===== config.mk =====
export PLATFORM = sky130hd
export DESIGN_NAME = muldiv_sequencer
export DESIGN_NICKNAME = d
export VERILOG_FILES = /design/src/rtl/muldiv_sequencer.sv
export SDC_FILE = /design/constraint.sdc
export NUM_CORES = 1
export LEC_CHECK = 0
export BUFFER_PORTS_ARGS = -buffer_cell sky130_fd_sc_hd__buf_2
export CAP_MARGIN = 5
export CORE_MARGIN = 4
export CORE_UTILIZATION = 30
export CTS_CLUSTER_SIZE = 12
export DETAILED_ROUTE_END_ITERATION = 12
export SYNTH_ARGS = -nofsm -noshare
export SYNTH_HDL_FRONTEND = slang
export SYNTH_SLANG_ARGS = --single-unit

===== constraint.sdc =====
create_clock -name clock -period 4.1 [get_ports clock]
set_input_delay 0.205 -clock clock [delete_from_list [all_inputs] [get_ports clock]]
set_output_delay 0.205 -clock clock [all_outputs]
set_load 0.005 [all_outputs]

===== src/rtl/muldiv_sequencer.sv =====
// muldiv_sequencer: multi-cycle multiply/divide unit that sits beside the ALU.
// Multiply is radix-2 shift-add and divide is restoring; both retire one bit per
// cycle. Results are MIPS-style HI/LO.
//
// Optional feature macro: MULDIV_SIGNED_EN. When it is defined, is_signed is
// honoured: operands are converted to magnitudes at accept, and the result is
// negated in FIX. When it is not defined, every operation is unsigned and
// is_signed is ignored.
//
// Ports
//   clock, reset      rising-edge clock, asynchronous active-high reset
//   start, op         request (accepted only when busy==0); 0=multiply, 1=divide
//   is_signed         two's-complement operands (MULDIV_SIGNED_EN builds only)
//   a, b              multiplicand/dividend, multiplier/divisor
//   busy              high in RUN and FIX
//   done              one-cycle pulse when hi/lo/div_by_zero are valid
//   hi, lo            mult: product high/low half; div: remainder/quotient
//   div_by_zero       set with done on divide by zero, held until next accept
module muldiv_sequencer #(
  parameter int WIDTH = 32
) (
  input  logic             clock,
  input  logic             reset,
  input  logic             start,
  input  logic             op,
  input  logic             is_signed,
  input  logic [WIDTH-1:0] a,
  input  logic [WIDTH-1:0] b,
  output logic             busy,
  output logic             done,
  output logic [WIDTH-1:0] hi,
  output logic [WIDTH-1:0] lo,
  output logic             div_by_zero
);

  localparam int CW = $clog2(WIDTH + 1);

  typedef enum logic [1:0] {IDLE, RUN, FIX, DONE} state_t;

  state_t             state, state_nxt;
  logic [CW-1:0]      cnt;
  logic               op_r;
  logic [WIDTH-1:0]   acc;     // mult: running high half; div: partial remainder
  logic [WIDTH-1:0]   qr;      // mult: multiplier / low product; div: dividend / quotient
  logic [WIDTH-1:0]   opb;     // mult: multiplicand; div: divisor
  logic [WIDTH-1:0]   ma, mb;
  logic [WIDTH:0]     msum, dsh, dtrial;
  logic [2*WIDTH-1:0] prod;
  logic [WIDTH-1:0]   fix_hi, fix_lo;
  logic               accept, dbz_req;

  assign accept  = start && ((state == IDLE) || (state == DONE));
  assign dbz_req = op && (b == '0);

`ifdef MULDIV_SIGNED_EN
  logic sa, sb;
  logic neg_hi, neg_lo;

  function automatic logic [WIDTH-1:0] cneg(input logic [WIDTH-1:0] v, input logic s);
    return s ? -v : v;
  endfunction

  function automatic logic [2*WIDTH-1:0] cneg2(input logic [2*WIDTH-1:0] v, input logic s);
    return s ? -v : v;
  endfunction

  assign sa = is_signed & a[WIDTH-1];
  assign sb = is_signed & b[WIDTH-1];
  assign ma = cneg(a, sa);
  assign mb = cneg(b, sb);
`else
  logic unused_is_signed;
  assign unused_is_signed = is_signed;
  assign ma = a;
  assign mb = b;
`endif

  // One iteration of each algorithm. The divide trial subtraction is WIDTH+1
  // bits wide so a borrow shows up in the top bit even when the shifted
  // remainder exceeds WIDTH bits.
  always_comb begin
    msum   = {1'b0, acc} + (qr[0] ? {1'b0, opb} : '0);
    dsh    = {acc, qr[WIDTH-1]};
    dtrial = dsh - {1'b0, opb};
  end

  // Final result formation, including sign correction when enabled.
  always_comb begin
    prod = {acc, qr};
`ifdef MULDIV_SIGNED_EN
    prod = cneg2(prod, neg_lo);
    if (op_r) begin
      fix_hi = cneg(acc, neg_hi);
      fix_lo = cneg(qr, neg_lo);
    end else begin
      fix_hi = prod[2*WIDTH-1:WIDTH];
      fix_lo = prod[WIDTH-1:0];
    end
`else
    fix_hi = op_r ? acc : prod[2*WIDTH-1:WIDTH];
    fix_lo = op_r ? qr  : prod[WIDTH-1:0];
`endif
  end

  always_ff @(posedge clock or posedge reset) begin
    if (reset) state <= IDLE;
    else       state <= state_nxt;
  end

  always_comb begin
    state_nxt = state;
    busy      = 1'b0;
    done      = 1'b0;
    case (state)
      IDLE: if (accept) state_nxt = dbz_req ? DONE : RUN;
      RUN: begin
        busy = 1'b1;
        if (cnt == CW'(1)) state_nxt = FIX;
      end
      FIX: begin
        busy      = 1'b1;
        state_nxt = DONE;
      end
      DONE: begin
        done      = 1'b1;
        state_nxt = accept ? (dbz_req ? DONE : RUN) : IDLE;
      end
      default: state_nxt = IDLE;
    endcase
  end

  // Control and architectural results.
  always_ff @(posedge clock or posedge reset) begin
    if (reset) begin
      cnt         <= '0;
      op_r        <= 1'b0;
      hi          <= '0;
      lo          <= '0;
      div_by_zero <= 1'b0;
`ifdef MULDIV_SIGNED_EN
      neg_hi      <= 1'b0;
      neg_lo      <= 1'b0;
`endif
    end else begin
      if (accept) begin
        cnt         <= CW'(WIDTH);
        op_r        <= op;
        div_by_zero <= dbz_req;
`ifdef MULDIV_SIGNED_EN
        // Quotient/product sign is sa^sb; remainder follows the dividend.
        neg_lo      <= sa ^ sb;
        neg_hi      <= op ? sa : (sa ^ sb);
`endif
        if (dbz_req) begin
          hi <= a;
          lo <= '1;
        end
      end else if (state == RUN) begin
        cnt <= cnt - CW'(1);
      end else if (state == FIX) begin
        hi <= fix_hi;
        lo <= fix_lo;
      end
    end
  end

  // Iteration datapath; contents are don't-care until loaded at accept.
  always_ff @(posedge clock) begin
    if (accept) begin
      acc <= '0;
      qr  <= op ? ma : mb;
      opb <= op ? mb : ma;
    end else if (state == RUN) begin
      if (op_r) begin
        if (!dtrial[WIDTH]) begin
          acc <= dtrial[WIDTH-1:0];
          qr  <= {qr[WIDTH-2:0], 1'b1};
        end else begin
          acc <= dsh[WIDTH-1:0];
          qr  <= {qr[WIDTH-2:0], 1'b0};
        end
      end else begin
        acc <= msum[WIDTH:1];
        qr  <= {msum[0], qr[WIDTH-1:1]};
      end
    end
  end

endmodule

==> flow_summary.ini, run 1 <==
[logic_synthesis]
synth_edf_count = 64
synth_fp_nets = 1510
synth_top_cells_by_area = edfxtp_1 16%, dfrtp_1 15%, ha_1 7.2%, mux2i_1 6.0%, a21oi_1 5.5%
synth_top_cell_area_share_pct = 15.9
ys_async_sr_fraction_pct = 43.5
yosysTopAreaCell = edfxtp_1
synth_area_um2 = 12100
syn_inst = 1369
syn_area_per_cell_um2 = 8.84
ys_types = 83
ys_seq_area_share_pct = 36.5
synth_warnings = 0
synth_seq_cells = 170
synth_commonest_cells = 147 x nand2_1, 132 x a21oi_1, 124 x o21ai_0
yosysMostFrequentCell = nand2_1
synth_flop_cell = dfrtp_1

[min_path]
min_to = hi[28]
hold_start = a[28]
holdPathStages = 3
min_path_type = in2reg

[setup_path]
path_cells = inv_1, ha_1, fa_1, nand2b_1, a21oi_1, o21ai_1, a21oi_2, a31oi_4, xnor2_4, buf_4, mux2_4, a21oi_1, o21ai_1
r2r_slack_ps = 660
slowest_stage = fa_1
ff2ff_path_depth = 13
cp-end-kind = register
critPathMaxStageDelay_ps = 410
critPathTopFamily = compound AO/OA/AOI/OAI gates
r2r-end = acc[15]
worst-path-buf-inv = 2
r2r-start = fix_lo[31]
cp_max_fo = 21
crit_type = reg2reg
cp_data_required_time_ps = 4420
worst-endpoint-arrival_ps = 3760
setup.worst_path.start_class = register

[clock_network]
cts_setup_buffers = 0
clockBufferDepth = 2
clkLatencyLatePin_ps = 440
clock_sinks = 170
cts_tree = built
cts_resized = 0
ctsHtreeMaxLevel = 4
numCtsBuffers = 17
root_buffer = clkbuf_16
clk_pin_slew_worst_paths_ps = 70
hold_buffers = 1

[global_routing]
grt_pass1_wl_um = 57600
antenna_found_initial = 1
grt_max_degree = 129
grt_pass1_vias = 10200
grt_usage_pct = 16.2
gr-total-overflow = 0

[sta]
slew_viol_final = 0
worst_slack_ps = 657
rsz0062_at_grt = no
min_period_ps = 3440
hold_viol = 0
period_share_pct = 84.0
relSlewSlack_pct = 35.2
fmax_mhz = 290
fin_tns_setup_ps = 0
skew_ps = 12.1
setup_viol = 0
hold_ws_ps = 88.3
worst_slew_pin_slew_ps = 972

[finish]
multi_input_area_um2 = 7140
final_area_um2 = 13900
diodes = 0
fillers = 4148
area_growth_pct = 14.5
seqCellArea_um2 = 4420
drive_above_1_share_pct = 15.9
fin_nets = 1602

[floorplanning]
start_util_pct = 30.4
die_x_um = 209
rows = 73
die_area_um2 = 43600
io_pins = 136
die_h_um = 209
core_um2 = 39800

[routing]
vias = 10500
drt.antenna.violating_nets = 0
drt_iter0_drc = 665
routedWlPerCell_um = 18.2
routed_wirelength_um = 36500
firstDrtPassIters = 5
drc = 0
drt-vias-per-instance = 5.25

[placed_design]
placed_area_um2 = 13300
hpwl_um = 27600
post-place-ws_ps = 702
port_buffers = 134
place.gp.congestion = 0.862

[pwr]
finalPower_uw = 12000
p_leak_uw = 0.00605
ir_drop_mv = 0.364
p_per_area_nw_per_um2 = 869

[outcome]
outcome = complete, no violations

[job]
cap_violations = 0
## stage by stage
stage | util (%) | std cells
floorplan | - | 1369
global placement | 33.3 | 1966
detailed placement | 33.3 | 1966
CTS | 34.8 | 1999
global route | 34.8 | 1999
finish | 34.8 | 1999
## registers in the layout (all words and copies together) (netlist names), 2 cells and up
signal  flops
state       2
fix_lo     32
hi         32
lo         32
cnt         6
opb        32
acc        32
## cells by family after synthesis
kind of cell | after synthesis | share of synthesized area [%]
AOI/OAI and AO/OA | 434 | 22.3
buffers and inverters | 137 | 4.67
muxes | 109 | 9.56
xor gates and xnor gates | 60 | 4.41
DFF | 170 | 36.5
and+or+nand+nor | 387 | 15.0
adders and majority gates | 72 | 7.57
## worst max-delay path by stage
stage / from / endpoint / slack [ps] / depth (start not counted)
after floorplan: fix_lo[0] / acc[15] / 1150 / 13
after global placement: fix_lo[31] / acc[15] / 690 / 13
after detailed placement: fix_lo[31] / acc[30] / 700 / 13
after CTS: fix_lo[31] / acc[15] / 690 / 13
after global routing: fix_lo[0] / acc[27] / 390 / 12
final: fix_lo[31] / acc[15] / 660 / 13
## layout by cell type, fill, tap and decap left out, types with 6 or more instances in the layout
cell / Yosys / routed
and3_1: 7 / 7
nor2_1: 88 / 88
nor4_1: 8 / 8
xnor2_1: 39 / 39
nor2b_1: 36 / 36
o21bai_1: 8 / 8
a21oi_1: 132 / 132
clkbuf_1: 55 / 6
a21o_1: 27 / 27
dfrtp_1: 74 / 73
o21ai_1: 13 / 12
nand2b_1: 11 / 11
buf_2: 6 / 133
mux2_2: 32 / 32
and2_1: 37 / 37
nand2_1: 147 / 147
nand3_1: 13 / 13
inv_1: 57 / 56
buf_4: 3 / 16
a211oi_1: 38 / 38
nand4_1: 10 / 10
mux2i_1: 72 / 72
nor3_1: 19 / 19
o21ai_0: 124 / 124
ha_1: 70 / 70
a31oi_1: 11 / 11
xor2_1: 20 / 20
edfxtp_1: 64 / 64
o211ai_1: 15 / 15
dfxtp_1: 32 / 32
clkbuf_16: 0 / 17
## report_power, final
part,total [uW],internal (uW),switching (uW)
clock network,1690,994,694
registers,3430,2680,745
logic,6920,2800,4110
total,12000,6480,5550
## routing by layer
layer	global-route usage (%)	vias up	part of all wire, %
li1	-	5124	-
met1	22.9	5057	47
met2	25.7	278	45
met3	3.05	39	5.5
met4	4.43	2	1.9
met5	0	-	0.036
## worst reg2reg max path: stages (launching register included)
cell and delay (ps):
edfxtp_1 370, inv_1 90, ha_1 210, fa_1 410
nand2b_1 190, a21oi_1 340, o21ai_1 190, a21oi_2 320
a31oi_4 180, xnor2_4 160, buf_4 320, mux2_4 340
a21oi_1 140, o21ai_1 70
## final cells by class
class | instances | area share [%]
Clock buffer | 25 | 3.43
Clock inverter | 7 | 0.849
Inverter | 59 | 1.64
Multi-Input combinational cell | 1062 | 51.6
Sequential cell | 170 | 31.9
Tap cell | 525 | 4.74
Timing Repair Buffer | 151 | 5.89
(Power assumes the default switching activity.)
==> run 2, diff against run 1 <==
ABC_AREA = 1   (was not set)
clock period = 3.53 ns   (was 4.1 ns; I/O delays follow)
==> run 2 against run 1 <==
First-iteration DRC count up 57%. Non-clock buffer count up 2. Sequential power up 14%. Total power up 35%. Critical path depth up 2.
==> flow_summary.ini, run 2 <==
[sta]
worst_slew_pin_slew_ps = 973
fmax_mhz = 345
slew_viol_final = 0
period_share_pct = 82.1
relSlewSlack_pct = 35.1
min_period_ps = 2900
rsz0062_at_grt = no
setup_viol = 0
fin_tns_setup_ps = 0
hold_viol = 0
skew_ps = 15.5

[routing]
drc = 0
drt.antenna.violating_nets = 0
firstDrtPassIters = 6
drt_iter0_drc = 1044
drt-vias-per-instance = 4.90
routedWlPerCell_um = 16.8
routed_wirelength_um = 48600
vias = 14200

[clock_network]
numCtsBuffers = 17
cts_resized = 0
clock_sinks = 170
clk_pin_slew_worst_paths_ps = 80
clkLatencyLatePin_ps = 460
cts_setup_buffers = 0
cts_tree = built
root_buffer = clkbuf_16
clockBufferDepth = 2
ctsHtreeMaxLevel = 4

[logic_synthesis]
ys_seq_area_share_pct = 31.4
synth_edf_count = 64
yosysMostFrequentCell = nand2_1
yosysTopAreaCell = nand2_1
synth_area_um2 = 14100
synth_top_cells_by_area = nand2_1 17%, edfxtp_1 14%, dfrtp_1 13%, inv_1 11%, ha_1 6.2%
synth_compound_area_share_pct = 13.9
synth_top_family_by_area = simple AND/OR/NAND/NOR gates
syn_inst = 2177
synth_mux_area_share_pct = 0
synth_top_cell_area_share_pct = 16.8
ys_async_sr_fraction_pct = 43.5
synth_adder_area_share_pct = 6.52
synth_flop_cell = dfrtp_1
ys_types = 47
syn_area_per_cell_um2 = 6.46
synth_warnings = 0
synthSimpleGateAreaFrac_pct = 33.0
synth_seq_cells = 170
synth_commonest_cells = 630 x nand2_1, 429 x inv_1, 214 x nor2_1
synthXorXnorAreaFrac_pct = 0.935
synth_fp_nets = 2318

[setup_path]
cp-end-kind = register
path_cells = inv_1, ha_1, fa_1, inv_1, nand3_1, nand2_2, nand2_2, nand2_4, nand2_2, nand2_4, nand2_4, nand2_4, nand2_2, nand2_4, o221ai_1
slowest_stage = nand2_4
r2r-end = fix_lo[0]
ff2ff_path_depth = 15
worst-endpoint-arrival_ps = 3080
r2r-start = fix_lo[31]
cpMostUsedCell = nand2_4
critPathMaxStageDelay_ps = 440
cp_data_required_time_ps = 3710
setup.worst_path.start_class = register
r2r_slack_ps = 630
cp_max_fo = 28
crit_type = reg2reg

[outcome]
outcome = complete, no violations

[pwr]
ir_drop_mv = 0.488
p_leak_uw = 0.00871
p_per_area_nw_per_um2 = 1030

[finish]
area_growth_pct = 12.9
fin_util_pct = 34.2
diodes = 0
fillers = 5148
fin_nets = 2414
final_cell_mix = 629 x nand2_1, 427 x inv_1, 213 x nor2_1
drive_above_1_share_pct = 12.3
final_common_cell = nand2_1
final_area_um2 = 15900

[placed_design]
placed_area_um2 = 15300
hpwl_um = 38600
place.gp.congestion = 0.956
port_buffers = 134

[global_routing]
grt_usage_pct = 19.2
gr-total-overflow = 0
grt_max_degree = 73
grt_pass1_wl_um = 76800
antenna_found_initial = 1
grt_pass1_vias = 13900

[floorplanning]
die_x_um = 224
rows = 79
start_util_pct = 30.3
die_h_um = 224
io_pins = 136
core_um2 = 46500
die_area_um2 = 50400

[min_path]
min_to = opb[3]
min_path_type = in2reg
holdPathStages = 3
hold_start = b[3]

[job]
cap_violations = 0
run 2: changes by cell type in the layout (fill, tap and decap cells not counted), moves of 35 or more:
cell,change
a211oi_1,-37
and2_1,-35
inv_1,+371
mux2i_1,-72
nand2_1,+482
nand3_1,+76
nor2_1,+125
nor2b_1,-36
xnor2_1,-37
run 2: cells by family (layout without fill, tap and decap cells):
kind of cell / after synthesis / after routing
simple gates: 1079 / 1079
flops: 170 / 170
buf+inv: 509 / 618
fa+ha+maj: 72 / 72
compound gates: 332 / 332
xor+xnor: 15 / 15
run 2: cell type report:
| cell class | count | area (um2) | share of cell area, % |
|---|---|---|---|
| clock buffers | 21 | 460 | 2.90 |
| clock inverters | 11 | 108 | 0.678 |
| inverters | 433 | 1630 | 10.3 |
| multi-input cells | 1498 | 7650 | 48.2 |
| flip-flops and latches | 170 | 4420 | 27.8 |
| well taps | 607 | 759 | 4.79 |
| repair buffers | 153 | 841 | 5.30 |
run 2: stage by stage:
stage,power (uW),setup slack [ps],hold WS (ps),cells
finish,16300,632,41.0,2893
global route,17900,417,50.0,2893
CTS,16300,611,25.0,2893
detailed placement,14300,652,295,2860
global placement,14200,686,278,2860
floorplan,11300,797,364,2177
run 2: metal layers:
metal / vias up / global-route usage [%] / part of all wire (%)
li1: 7053 / - / -
met1: 6575 / 25.5 / 45
met2: 477 / 32.2 / 47
met3: 73 / 2.87 / 5.8
met4: 0 / 6.21 / 2.8
met5: - / 0 / 0
run 2: report_power, final:
group | internal (uW) | switching [uW] | total [uW] | leakage (uW)
logic | 3440 | 7030 | 10500 | 0.00664
clock network | 1020 | 884 | 1910 | 0.000283
registers | 3150 | 757 | 3910 | 0.00179
total | 7610 | 8670 | 16300 | 0.00871
run 2: repair_timing:
item	in CTS	in global routing
setup endpoints to repair	0	0
hold buffers	1	0
hold endpoints to repair	37	0
run 2: worst max-delay path by stage:
| stage | depth (start not counted) | startpoint | to |
|---|---|---|---|
| floorplan | 7 | state[0] | opb[0] |
| CTS | 15 | fix_lo[31] | fix_lo[0] |
| finish | 15 | fix_lo[31] | fix_lo[0] |
| global route | 14 | fix_lo[0] | acc[26] |
| global placement | 15 | fix_lo[31] | fix_lo[0] |
| detailed placement | 15 | fix_lo[31] | fix_lo[0] |
run 2: critical path, delay by kind of cell, from the launching register on:
| kind | cells | cell delay [ps] |
|---|---|---|
| compound gates | 1 | 180 |
| flops | 1 | 360 |
| simple gates | 10 | 1190 |
| fa+ha+maj | 2 | 660 |
| buf+inv | 2 | 210 |
